`config.mk`:
```
export PLATFORM = sky130hd
export DESIGN_NAME = periph_dma_engine
export DESIGN_NICKNAME = d
export VERILOG_FILES = /design/src/rtl/periph_dma_pkg.sv /design/src/rtl/periph_dma_watchdog.sv /design/src/rtl/periph_dma_engine.sv
export SDC_FILE = /design/constraint.sdc
export NUM_CORES = 1
export LEC_CHECK = 0
export ABC_AREA = 1
export BUFFER_PORTS_ARGS = -buffer_cell sky130_fd_sc_hd__clkbuf_2
export CAP_MARGIN = 20
export CELL_PAD_IN_SITES_DETAIL_PLACEMENT = 0
export CELL_PAD_IN_SITES_GLOBAL_PLACEMENT = 1
export CORE_AREA = 2 2 167 169
export DETAILED_ROUTE_END_ITERATION = 8
export DIE_AREA = 0 0 169 171
export MAX_ROUTING_LAYER = met4
export PLACE_DENSITY_LB_ADDON = 0.1
export REMOVE_ABC_BUFFERS = 1
export SLEW_MARGIN = 20
export SYNTH_ARGS = -nofsm -noshare
export SYNTH_HDL_FRONTEND = slang
export SYNTH_SLANG_ARGS = --single-unit
```
`constraint.sdc`:
```
create_clock -name clk_periph_100mhz -period 1.5 [get_ports clk_periph_100mhz]
set_input_delay 0.375 -clock clk_periph_100mhz [delete_from_list [all_inputs] [get_ports clk_periph_100mhz]]
set_output_delay 0.375 -clock clk_periph_100mhz [all_outputs]
set_load 0.03 [all_outputs]
```
`src/rtl/periph_dma_pkg.sv`:
```
// Shared types and constants for the peripheral word-copy DMA engine.
// Latency: n/a (declarations only).
// Backpressure: n/a.
package periph_dma_pkg;

    typedef enum logic [2:0] {
        ST_IDLE,
        ST_RD_REQ,
        ST_RD_WAIT,
        ST_WR_REQ,
        ST_WR_WAIT,
        ST_DONE,
        ST_ERR
    } dma_state_t;

    // Byte stride between consecutive words on the memory bus.
    localparam int WORD_BYTES = 4;

    // Low address bits that must be zero for a word-aligned access.
    localparam logic [1:0] ALIGN_MASK = 2'b11;

    // Cycles without bus progress before a transfer is aborted.
    localparam int DEFAULT_TIMEOUT_CYC = 1024;

endpackage

```
`src/rtl/periph_dma_watchdog.sv`:
```
// Bus-progress watchdog: down-counter that expires after TIMEOUT_CYC-1 stalled cycles.
// Latency: expire is combinational from the count, asserted in the cycle the count hits zero.
// Backpressure: none; clear has priority over enable and masks expire.
module periph_dma_watchdog
    import periph_dma_pkg::*;
#(
    parameter int TIMEOUT_CYC = DEFAULT_TIMEOUT_CYC
) (
    input  logic clk_periph_100mhz,
    input  logic rst_periph_domain_n_sync,
    input  logic wd_clear,
    input  logic wd_enable,
    output logic wd_expire
);

    localparam int CNT_BITS = $clog2(TIMEOUT_CYC);
    localparam logic [CNT_BITS-1:0] LOAD_VAL = CNT_BITS'(TIMEOUT_CYC - 1);

    logic [CNT_BITS-1:0] wd_cnt;

    // Reload on clear, otherwise count down while enabled and stop at zero.
    always_ff @(posedge clk_periph_100mhz or negedge rst_periph_domain_n_sync) begin
        if (!rst_periph_domain_n_sync) begin
            wd_cnt <= LOAD_VAL;
        end else if (wd_clear) begin
            wd_cnt <= LOAD_VAL;
        end else if (wd_enable && (wd_cnt != '0)) begin
            wd_cnt <= wd_cnt - CNT_BITS'(1);
        end
    end

    assign wd_expire = wd_enable & ~wd_clear & (wd_cnt == '0);

endmodule

```
`src/rtl/periph_dma_engine.sv`:
```
// Word-copy DMA: read-then-write per word over a single-master bus, done/error pulse at the end.
// Latency: first mem_req one cycle after the start edge is sampled; 4 cycles/word best case.
// Backpressure: mem_req held until mem_gnt; waits on mem_rvalid; watchdog aborts a stalled bus.
module periph_dma_engine
    import periph_dma_pkg::*;
#(
    parameter int ADDR_W      = 32,
    parameter int DATA_W      = 32,
    parameter int CNT_W       = 16,
    parameter int TIMEOUT_CYC = DEFAULT_TIMEOUT_CYC
) (
    input  logic              clk_periph_100mhz,
    input  logic              rst_periph_domain_n_sync,
    input  logic [ADDR_W-1:0] cfg_src_addr,
    input  logic [ADDR_W-1:0] cfg_dst_addr,
    input  logic [CNT_W-1:0]  cfg_count,
    input  logic              cfg_start,
    output logic              xfer_busy,
    output logic              xfer_done,
    output logic              xfer_error,
    output logic [CNT_W-1:0]  xfer_words_left,
    output logic              mem_req,
    output logic              mem_we,
    output logic [ADDR_W-1:0] mem_addr,
    output logic [DATA_W-1:0] mem_wdata,
    input  logic              mem_gnt,
    input  logic              mem_rvalid,
    input  logic [DATA_W-1:0] mem_rdata,
    input  logic              mem_err
);

    localparam logic [ADDR_W-1:0] STRIDE = ADDR_W'(WORD_BYTES);

    dma_state_t        state;
    logic              cfg_start_q;
    logic [ADDR_W-1:0] src_cur;
    logic [ADDR_W-1:0] dst_cur;

    logic start_pulse;
    logic misaligned;
    logic in_req;
    logic in_wait;
    logic bus_progress;
    logic wd_expire;

    assign start_pulse  = cfg_start & ~cfg_start_q;
    assign misaligned   = ((cfg_src_addr[1:0] & ALIGN_MASK) != 2'b00) ||
                          ((cfg_dst_addr[1:0] & ALIGN_MASK) != 2'b00);
    assign in_req       = (state == ST_RD_REQ)  || (state == ST_WR_REQ);
    assign in_wait      = (state == ST_RD_WAIT) || (state == ST_WR_WAIT);
    // Responses are only accepted in WAIT states; a grant only counts in REQ states.
    assign bus_progress = (in_req & mem_gnt) | (in_wait & mem_rvalid);

    periph_dma_watchdog #(
        .TIMEOUT_CYC (TIMEOUT_CYC)
    ) u_watchdog (
        .clk_periph_100mhz        (clk_periph_100mhz),
        .rst_periph_domain_n_sync (rst_periph_domain_n_sync),
        .wd_clear                 (~(in_req | in_wait) | bus_progress),
        .wd_enable                (in_req | in_wait),
        .wd_expire                (wd_expire)
    );

    // Transfer FSM with registered bus and status outputs; mem_wdata doubles as the read buffer.
    always_ff @(posedge clk_periph_100mhz or negedge rst_periph_domain_n_sync) begin
        if (!rst_periph_domain_n_sync) begin
            state           <= ST_IDLE;
            cfg_start_q     <= 1'b0;
            src_cur         <= '0;
            dst_cur         <= '0;
            xfer_busy       <= 1'b0;
            xfer_done       <= 1'b0;
            xfer_error      <= 1'b0;
            xfer_words_left <= '0;
            mem_req         <= 1'b0;
            mem_we          <= 1'b0;
            mem_addr        <= '0;
            mem_wdata       <= '0;
        end else begin
            cfg_start_q <= cfg_start;
            xfer_done   <= 1'b0;
            xfer_error  <= 1'b0;
            if (wd_expire) begin
                state      <= ST_ERR;
                xfer_error <= 1'b1;
                mem_req    <= 1'b0;
                mem_we     <= 1'b0;
            end else begin
                case (state)
                    ST_IDLE: begin
                        if (start_pulse) begin
                            src_cur         <= cfg_src_addr;
                            dst_cur         <= cfg_dst_addr;
                            xfer_words_left <= cfg_count;
                            xfer_busy       <= 1'b1;
                            if (misaligned) begin
                                state      <= ST_ERR;
                                xfer_error <= 1'b1;
                            end else if (cfg_count == '0) begin
                                state     <= ST_DONE;
                                xfer_done <= 1'b1;
                            end else begin
                                state    <= ST_RD_REQ;
                                mem_req  <= 1'b1;
                                mem_we   <= 1'b0;
                                mem_addr <= cfg_src_addr;
                            end
                        end
                    end
                    ST_RD_REQ: begin
                        if (mem_gnt) begin
                            state   <= ST_RD_WAIT;
                            mem_req <= 1'b0;
                        end
                    end
                    ST_RD_WAIT: begin
                        if (mem_rvalid) begin
                            if (mem_err) begin
                                state      <= ST_ERR;
                                xfer_error <= 1'b1;
                            end else begin
                                state     <= ST_WR_REQ;
                                mem_wdata <= mem_rdata;
                                mem_req   <= 1'b1;
                                mem_we    <= 1'b1;
                                mem_addr  <= dst_cur;
                            end
                        end
                    end
                    ST_WR_REQ: begin
                        if (mem_gnt) begin
                            state   <= ST_WR_WAIT;
                            mem_req <= 1'b0;
                            mem_we  <= 1'b0;
                        end
                    end
                    ST_WR_WAIT: begin
                        if (mem_rvalid) begin
                            if (mem_err) begin
                                state      <= ST_ERR;
                                xfer_error <= 1'b1;
                            end else begin
                                src_cur         <= src_cur + STRIDE;
                                dst_cur         <= dst_cur + STRIDE;
                                xfer_words_left <= xfer_words_left - CNT_W'(1);
                                if (xfer_words_left == CNT_W'(1)) begin
                                    state     <= ST_DONE;
                                    xfer_done <= 1'b1;
                                end else begin
                                    state    <= ST_RD_REQ;
                                    mem_req  <= 1'b1;
                                    mem_we   <= 1'b0;
                                    mem_addr <= src_cur + STRIDE;
                                end
                            end
                        end
                    end
                    ST_DONE, ST_ERR: begin
                        state     <= ST_IDLE;
                        xfer_busy <= 1'b0;
                    end
                    default: begin
                        state     <= ST_IDLE;
                        xfer_busy <= 1'b0;
                        mem_req   <= 1'b0;
                    end
                endcase
            end
        end
    end

endmodule

```
==> impl_metrics.yaml, run 1 <==
outcome:
  status: "finished with violations"
  violations: "negative setup slack"
final_layout:
  drive_gt1_share_pct: 41.5
  multi_input_area_um2: 5560
  antenna-diode-count: 0
  register_area_um2: 4100
  final_cells: 2175
  synthToLayoutAreaGrowth_pct: 59.4
  nets: 1940
  stdcell_area_um2: 15300
  fill_cells: 2653
sta:
  hold_viol_final: 0
  rsz0062_at_grt: "true"
  setup_viol: 168
  setup_slack_ns: -0.296
  skew_ns: 0.0192
  period_share_pct: 120
  finalCriticalPeriod_ns: 1.80
  tightest_slew_ns: 0.371
  hold-worst-slack_ns: 0.0591
  slew_headroom_pct: 75.1
  slew_violations: 0
  fmax_mhz: 557
placement:
  dp_cells: 2088
  hpwl_um: 25400
  gp_congestion: 0.888
  portBuffers: 202
  placed_cell_area_um2: 12900
job:
  maxCapViolations: 0
global_route:
  grt_first_pass_wirelength_um: 55400
  use_met3_pct: 3.24
  grt_pass1_vias: 10400
  grt_use_met1_pct: 32.5
  grt_use_total_pct: 25.4
  grt_start_max_net_pins: 47
  grt_util_met2_pct: 42.3
  antenna_found_initial: 0
  grt_busiest_layer: "met2"
  overflow: 0
logic_synthesis:
  synth_cell_types: 41
  synth_cells: 1345
  synthTopCellsByArea: "dfrtp_1 40%, nand2_1 17%, nor2_1 5.8%"
  synth_warnings: 0
  yosysSeqAreaShare_pct: 42.6
  synth-main-ff-cell: "dfrtp_1"
  synth_edf_count: 0
  netlist_area_um2: 9600
  synth_top_area_share_pct: 39.9
  ys_seq_elements: 163
  avgSynthCellArea_um2: 7.14
  ys_async_sr_fraction_pct: 100
  synth_top_area_cell: "dfrtp_1"
route:
  dr.first_iter.drc_count: 755
  drc_errors: 0
  ant_nets: 0
  dr.pass1.iters: 5
  num_vias: 10900
  totalWireLength_um: 38000
  routed_via_density: 5.00
  wl_per_cell_um: 17.5
clock_tree:
  clock_path_buffers: 2
  path_clk_slew_ns: 0.08
  clock-sinks: 163
  cts_buffers: 17
  cts_tree: "yes"
  clock_latency_ns: 0.44
  cts_root_buffer: "clkbuf_16"
  htreeDepth: 4
power:
  power.density_nw_per_um2: 2400
  p_total_mw: 36.6
  vdd_drop_max_v: 0.000878
  total_leakage_power_nw: 7.51
die:
  die_h_um: 171
  rows: 61
  pin_count: 203
  core_area_um2: 27300
  die_x_um: 169
  initial_core_util_pct: 35.1
  die_area_um2: 28900
critical_path:
  cp-end-kind: "flop"
  critPathBufInv: 4
  cp_top_family: "buffers and inverters"
  critPathLaunch: "state[0]"
  crit_slowest_cell: "dfrtp_2"
  max_stage_delay_ns: 0.46
  start_kind: "flop"
  path_cells: "inv_4, nand2_2, buf_6, inv_4, nand2_4, nor2_4, nand2_4, clkbuf_16, mux2_2"
  cp.arrival_ns: 2.12
  r2r_start: "state[0]"
  required_ns: 1.82
  crit_type: "reg -> reg"
  critPathMaxFanout: 8
worst_hold_path:
  hold_class: "in -> reg"
  hold_start: "cfg_start"
path summary, 6_finish.rpt:
kind	endpoint	slack, ns	cells after the start
min in group asynchronous	mem_addr[7]	0.38	2
worst max register to register	mem_wdata[13]	-0.30	9
worst max-delay path	mem_wdata[13]	-0.30	9
worst min-delay path	cfg_start_q	0.06	1
max in group asynchronous	u_watchdog.wd_cnt[6]	0.54	3
worst min register to register	mem_addr[18]	0.48	2
registers in the layout, indices dropped and copies added (netlist names):
register / cells
dst_cur: 32
mem_addr: 32
mem_wdata: 32
src_cur: 32
xfer_words_left: 16
u_watchdog.wd_cnt: 10
state: 3
cfg_start_q: 1
mem_req: 1
mem_we: 1
xfer_busy: 1
xfer_done: 1
xfer_error: 1
synthesized netlist by cell type, types with 4 or more instances:
library cell and instances:
a21oi_1 49, a22oi_1 19, buf_1 4, buf_2 29, clkbuf_1 14, dfrtp_1 153, dfstp_2 10, ha_1 6
inv_1 120, inv_2 5, mux2_2 32, nand2_1 435, nand3_1 105, nand3b_1 4, nand4_1 17, nor2_1 149
nor2_2 4, nor3_1 15, o211ai_1 17, o21a_1 8, o21ai_0 103, o21ai_1 9, o22ai_1 4
per-stage QoR:
stage / setup WS (ns) / setup TNS, ns / util [%]
2_1_floorplan: -3.27 / -395.92 / -
3_3_place_gp: -0.318 / -36.49 / 47.1
3_5_place_dp: -0.361 / -37.32 / 47.1
4_1_cts: -0.223 / -24.34 / 51.9
5_1_grt: -0.350 / -42.93 / 56.0
6_report: -0.296 / -29.99 / 56.0
kinds of logic after synthesis:
logic type | after synthesis | share of synthesized area [%]
AOI/OAI and AO/OA | 217 | 12.7
xor gates and xnor gates | 6 | 0.548
adders and majority gates | 6 | 0.782
buffers and inverters | 175 | 7.31
DFF | 163 | 42.6
muxes | 32 | 3.75
and+or+nand+nor | 746 | 32.2
power breakdown:
group,leakage [nW],switching [mW],internal [mW]
Combinational,5.31,13.4,10.8
Sequential,1.93,1.57,6.55
Clock,0.274,2.15,2.21
cells in the final DEF, fill, tap and decap left out, drive strengths merged:
cell	synthesis	final
xor2	3	3
a31oi	2	2
o21ai	112	112
nor2	155	155
a221oi	2	2
nand3b	4	4
mux2	32	32
clkinv	0	7
clkinvlp	0	2
a22oi	19	19
a21oi	49	49
dfstp	10	10
inv	125	130
and2	1	1
nor3b	2	2
o211ai	17	17
o21a	8	8
nand2	438	438
nand3	108	109
bufbuf	0	1
o31ai	2	2
xnor2	3	3
nand4	17	17
dlygate4sd3	0	1
and3	1	1
o221ai	1	1
nor3	16	16
clkbuf	15	214
nor4	1	1
ha	6	6
o22ai	4	4
or2	3	3
dfrtp	153	153
a21o	1	1
buf	35	303
cell type report:
class	instances	share of cell area, %
clock buffer	18	2.81
timing repair buffer	501	27.0
tap	346	2.83
multi-input combinational	1008	36.4
sequential	163	26.8
clock inverter	14	0.941
inverter	125	3.26
metal layers:
metal	routed length [µm]	share of wire, %
met5	0	0
met4	786	2.1
met3	1660	4.4
met2	18700	49
met1	16900	44
timing repair:
item / 4_1_cts / 5_1_grt
endpoints found under the setup margin: 178 / 178
resized for setup: 124 / 253
hold buffers: 1 / 0
hold endpoints to repair: 20 / 0
setup buffers: 18 / 27
pin swaps: 25 / 34
gates cloned: 8 / 12
(Power assumes the default switching activity.)
==> run 2, diff against run 1 <==
- CORE_AREA: 2 2 167 169 -> 2 2 186 152
- DIE_AREA: 0 0 169 171 -> 0 0 188 154
==> impl_metrics.yaml, run 2 (synthesized netlist as in run 1, its figures left out) <==
power:
  vdd_drop_max_v: 0.000957
  p_sw_mw: 17.3
  power.density_nw_per_um2: 2420
  p_sw_share_pct: 46.7
  total_leakage_power_nw: 7.51
  p_clk_share_pct: 11.9
  seqPwrFrac_pct: 21.9
  p_comb_share_pct: 66.2
  p_int_mw: 19.7
die:
  die_h_um: 154
  rows: 54
  die_area_um2: 29000
  die_x_um: 188
  pin_count: 203
  initial_core_util_pct: 35.6
  core_area_um2: 27000
route:
  totalWireLength_um: 38300
  dr.first_iter.drc_count: 806
  routed_via_density: 4.98
  drc_errors: 0
  wl_per_cell_um: 17.4
  dr.pass1.iters: 6
  num_vias: 11000
  ant_nets: 0
placement:
  hpwl_um: 25500
  portBuffers: 202
  dp_worst_setup_slack_ns: -0.420
  gp_congestion: 0.878
sta:
  tightest_slew_ns: 0.495
  skew_ns: 0.00857
  slew_violations: 0
  rsz0062_at_grt: "true"
  finalCriticalPeriod_ns: 1.75
  setup_viol: 178
  hold_viol_final: 0
  period_share_pct: 117
  setup_slack_ns: -0.252
  slew_headroom_pct: 66.8
  fmax_mhz: 571
  hold-worst-slack_ns: 0.0543
final_layout:
  nets: 1948
  multi_input_area_um2: 5550
  register_area_um2: 4100
  mostFrequentLayoutCell: "nand2_1"
  most-common-layout-cells: "384 x nand2_1, 233 x buf_4, 196 x clkbuf_2"
  fill_cells: 2540
  drive_gt1_share_pct: 42.2
  synthToLayoutAreaGrowth_pct: 59.1
  antenna-diode-count: 0
clock_tree:
  clock_latency_ns: 0.44
  path_clk_slew_ns: 0.07
  clock-sinks: 163
  clock_path_buffers: 2
  htreeDepth: 4
  cts_tree: "yes"
  cts_root_buffer: "clkbuf_16"
  cts_buffers: 17
outcome:
  status: "finished with violations"
  violations: "negative setup slack"
critical_path:
  path_cells: "nor2_4, nand2_4, inv_8, nand2_8, nand4_1, buf_6, buf_6, buf_16, a21oi_2, a22oi_1"
  cp-end-kind: "flop"
  cp.arrival_ns: 2.11
  crit_type: "reg -> reg"
  max_stage_delay_ns: 0.46
  crit_slowest_cell: "dfrtp_2"
  critPathMaxFanout: 7
  required_ns: 1.86
  cp_common_cell: "buf_6"
  start_kind: "flop"
global_route:
  grt_use_total_pct: 25.4
  antenna_found_initial: 0
  grt_start_max_net_pins: 49
  overflow: 0
  grt_first_pass_wirelength_um: 55800
  grt_pass1_vias: 10300
worst_hold_path:
  hold_class: "in -> reg"
job:
  maxCapViolations: 0
run 2: changes by cell type in the layout (fill, tap and decap cells not counted), moves of 9 or more:
| cell | delta |
|---|---|
| nand3_2 | +9 |
| a21oi_2 | -9 |
| nand2_2 | +13 |
| buf_6 | -14 |
| nand2_1 | -15 |
| clkbuf_2 | +11 |
| a21oi_1 | +11 |
run 2: per-stage QoR:
| step | TNS [ns] | cells | area [µm²] | util (%) | total power, mW |
|---|---|---|---|---|---|
| after floorplan | -395.92 | 1295 | 9370 | - | 17.5 |
| after global placement | -39.42 | 2117 | 13000 | 48.2 | 26.4 |
| after detailed placement | -41.16 | 2117 | 13000 | 48.2 | 26.6 |
| after CTS | -27.05 | 2166 | 14100 | 52.2 | 32.8 |
| after global routing | -42.61 | 2201 | 15300 | 56.7 | 39.3 |
| final | -31.36 | 2201 | 15300 | 56.7 | 37.0 |
run 2: metal layers:
layer,GRT usage (%),up-vias,share of wire [%]
met2,39.2,308,47
met1,35.3,5252,47
met5,-,-,0
met3,3.54,34,4.8
li1,-,5373,-
met4,6.04,0,1.4
run 2: repair_timing:
item,in CTS,in global routing
hold buffers,1,0
cloned,5,15
setup buffers,11,21
pin swaps,9,66
hold endpoints to repair,18,0
resized for setup,92,230
endpoints found under the setup margin,178,178
run 2: power by group through the flow:
stage                     Sequential [mW]  Combinational (mW)  Clock, mW
after floorplan                      10.1                7.41          0
after global placement               7.92                18.5          0
after detailed placement             7.96                18.6          0
after CTS                            7.94                20.3       4.50
after global routing                 8.37                26.3       4.68
final                                8.10                24.5       4.40
run 2: path summary, 6_finish.rpt:
| path | depth (start not counted) | slack, ns | from | endpoint |
|---|---|---|---|---|
| max in group asynchronous | 3 | 0.52 | rst_periph_domain_n_sync | u_watchdog.wd_cnt[9] |
| worst min register to register | 2 | 0.48 | mem_addr[22] | mem_addr[22] |
| worst max-delay path | 10 | -0.25 | state[1] | src_cur[29] |
| min in group asynchronous | 2 | 0.36 | rst_periph_domain_n_sync | src_cur[5] |
| worst min-delay path | 1 | 0.05 | cfg_start | cfg_start_q |
| worst max register to register | 10 | -0.25 | state[1] | src_cur[29] |
run 2: worst max-delay path, delay by kind of cell, from the launching register on:
family                 cells  cell delay [ns]
buffers and inverters      4             0.58
AO/OA/AOI/OAI              2             0.18
flip-flops                 1             0.46
AND/OR/NAND/NOR            4             0.44
run 2: final cells by class:
class | instances | share of cell area, %
inverter | 125 | 3.33
tap | 364 | 2.98
sequential | 163 | 26.8
clock buffer | 18 | 2.88
timing repair buffer | 509 | 26.8
clock inverter | 14 | 0.844
multi-input combinational | 1008 | 36.3
==> run 3, diff against run 2 <==
--- a/config.mk
+++ b/config.mk
@@ -15,5 +15,5 @@
 export DIE_AREA = 0 0 188 154
 export MAX_ROUTING_LAYER = met4
-export PLACE_DENSITY_LB_ADDON = 0.1
+export PLACE_DENSITY = 0.85
 export REMOVE_ABC_BUFFERS = 1
 export SLEW_MARGIN = 20
==> constraint.sdc (replaced) <==
create_clock -name clk_periph_100mhz -period 1.5 [get_ports clk_periph_100mhz]
set_input_delay 0.225 -clock clk_periph_100mhz [delete_from_list [all_inputs] [get_ports clk_periph_100mhz]]
set_output_delay 0.225 -clock clk_periph_100mhz [all_outputs]
set_load 0.03 [all_outputs]
==> impl_metrics.yaml, run 3 (synthesized netlist as in run 1, its figures left out) <==
outcome:
  status: "finished with violations"
  violations: "negative setup slack"
global_route:
  grt_pass1_vias: 10400
  grt_first_pass_wirelength_um: 54500
  grt_start_max_net_pins: 48
  overflow: 0
  grt_use_total_pct: 24.7
  antenna_found_initial: 2
route:
  num_vias: 11100
  routed_via_density: 5.08
  totalWireLength_um: 37400
  dr.pass1.iters: 6
  dr.first_iter.drc_count: 947
  wl_per_cell_um: 17.0
  ant_nets: 0
  drc_errors: 0
worst_hold_path:
  hold_class: "in -> reg"
  hold_depth: 2
  hold_start: "mem_rdata[31]"
  hold_path_end: "mem_wdata[31]"
placement:
  gp_congestion: 0.916
  dp_worst_setup_slack_ns: -0.385
  dp_cells: 2095
  portBuffers: 202
  hpwl_um: 25100
die:
  die_x_um: 188
  die_area_um2: 29000
  initial_core_util_pct: 35.6
  core_area_um2: 27000
  die_h_um: 154
  pin_count: 203
  rows: 54
power:
  vdd_drop_max_v: 0.00130
  p_total_mw: 35.6
  total_leakage_power_nw: 7.46
  power.density_nw_per_um2: 2370
final_layout:
  drive_gt1_share_pct: 40.6
  synthToLayoutAreaGrowth_pct: 56.8
  nets: 1938
  fill_cells: 2464
  multi_input_area_um2: 5500
  register_area_um2: 4090
  final_cells: 2193
  mostFrequentLayoutCell: "nand2_1"
  most-common-layout-cells: "383 x nand2_1, 231 x buf_4, 200 x clkbuf_2"
clock_tree:
  clock-sinks: 163
  path_clk_slew_ns: 0.07
  cts_buffers: 17
  clock_path_buffers: 2
  cts_tree: "yes"
  cts_root_buffer: "clkbuf_16"
  clock_latency_ns: 0.45
  htreeDepth: 4
critical_path:
  reg2reg_to: "mem_addr[23]"
  critPathMaxFanout: 5
  r2r_slack_ns: -0.34
  rr_worst_depth: 13
  required_ns: 1.84
  crit_type: "reg -> reg"
  cp.arrival_ns: 2.17
  cp-end-kind: "flop"
  start_kind: "flop"
  r2r_start: "state[1]"
sta:
  fmax_mhz: 544
  hold_viol_final: 0
  rsz0062_at_grt: "true"
  setup_viol: 162
  setup_slack_ns: -0.337
  tightest_slew_ns: 0.348
  skew_ns: 0.0142
  slew_violations: 0
  tns_ns: -37.75
  period_share_pct: 122
  slew_headroom_pct: 76.6
  finalCriticalPeriod_ns: 1.84
job:
  maxCapViolations: 0
[run 3: worst max path at each step]
stage | from | endpoint | slack [ns] | cells after the start
4_1_cts | state[1] | mem_addr[29] | -0.25 | 12
2_1_floorplan | state[1] | mem_addr[10] | -3.27 | 10
6_report | state[1] | mem_addr[23] | -0.34 | 13
3_3_place_gp | dst_cur[2] | dst_cur[18] | -0.31 | 9
5_1_grt | state[1] | mem_addr[23] | -0.40 | 13
3_5_place_dp | state[0] | mem_addr[4] | -0.38 | 10
[run 3: critical path, stage by stage (launching register included)]
cell and delay [ns]:
dfrtp_1 0.44, buf_6 0.15, inv_4 0.05, nand2_4 0.05, nor2_4 0.18, buf_6 0.12, nand3_2 0.07, nand2_2 0.11
nor2_4 0.04, nand3_4 0.15, inv_8 0.08, clkbuf_16 0.18, nand2_2 0.06, nand2_1 0.05
[run 3: stage by stage]
stage	util, %	cell area (µm²)	hold slack, ns
global route	55.8	15000	0.00402
finish	55.8	15000	0.0103
floorplan	-	9370	-0.0706
detailed placement	47.4	12800	0.0788
global placement	47.4	12800	0.0805
CTS	51.9	14000	0.0000233
[run 3: repair_timing]
item / in CTS / in global routing
hold endpoints to repair: 160 / 2
pin swaps: 25 / 59
hold buffers: 8 / 2
gates cloned: 4 / 12
resized for setup: 98 / 203
buffers inserted: 15 / 26
endpoints found under the setup margin: 161 / 163
[run 3: final cells by class]
type                       count  share of cell area (%)
clock buffer                  18                    2.92
antenna                        2                  0.0333
tap                          364                    3.03
inverter                     125                    3.35
clock inverter                14                    1.10
multi-input combinational   1008                    36.6
sequential                   163                    27.2
timing repair buffer         499                    25.8
[run 3: power by group]
part,switching [mW],internal (mW)
Combinational,13.2,9.72
Sequential,1.55,6.54
Clock,2.10,2.55
[run 3: metal layers]
layer	global-route usage (%)	wire, µm
met1	32.0	16400
met2	38.6	17300
met3	6.16	2930
met4	6.34	835
met5	-	0
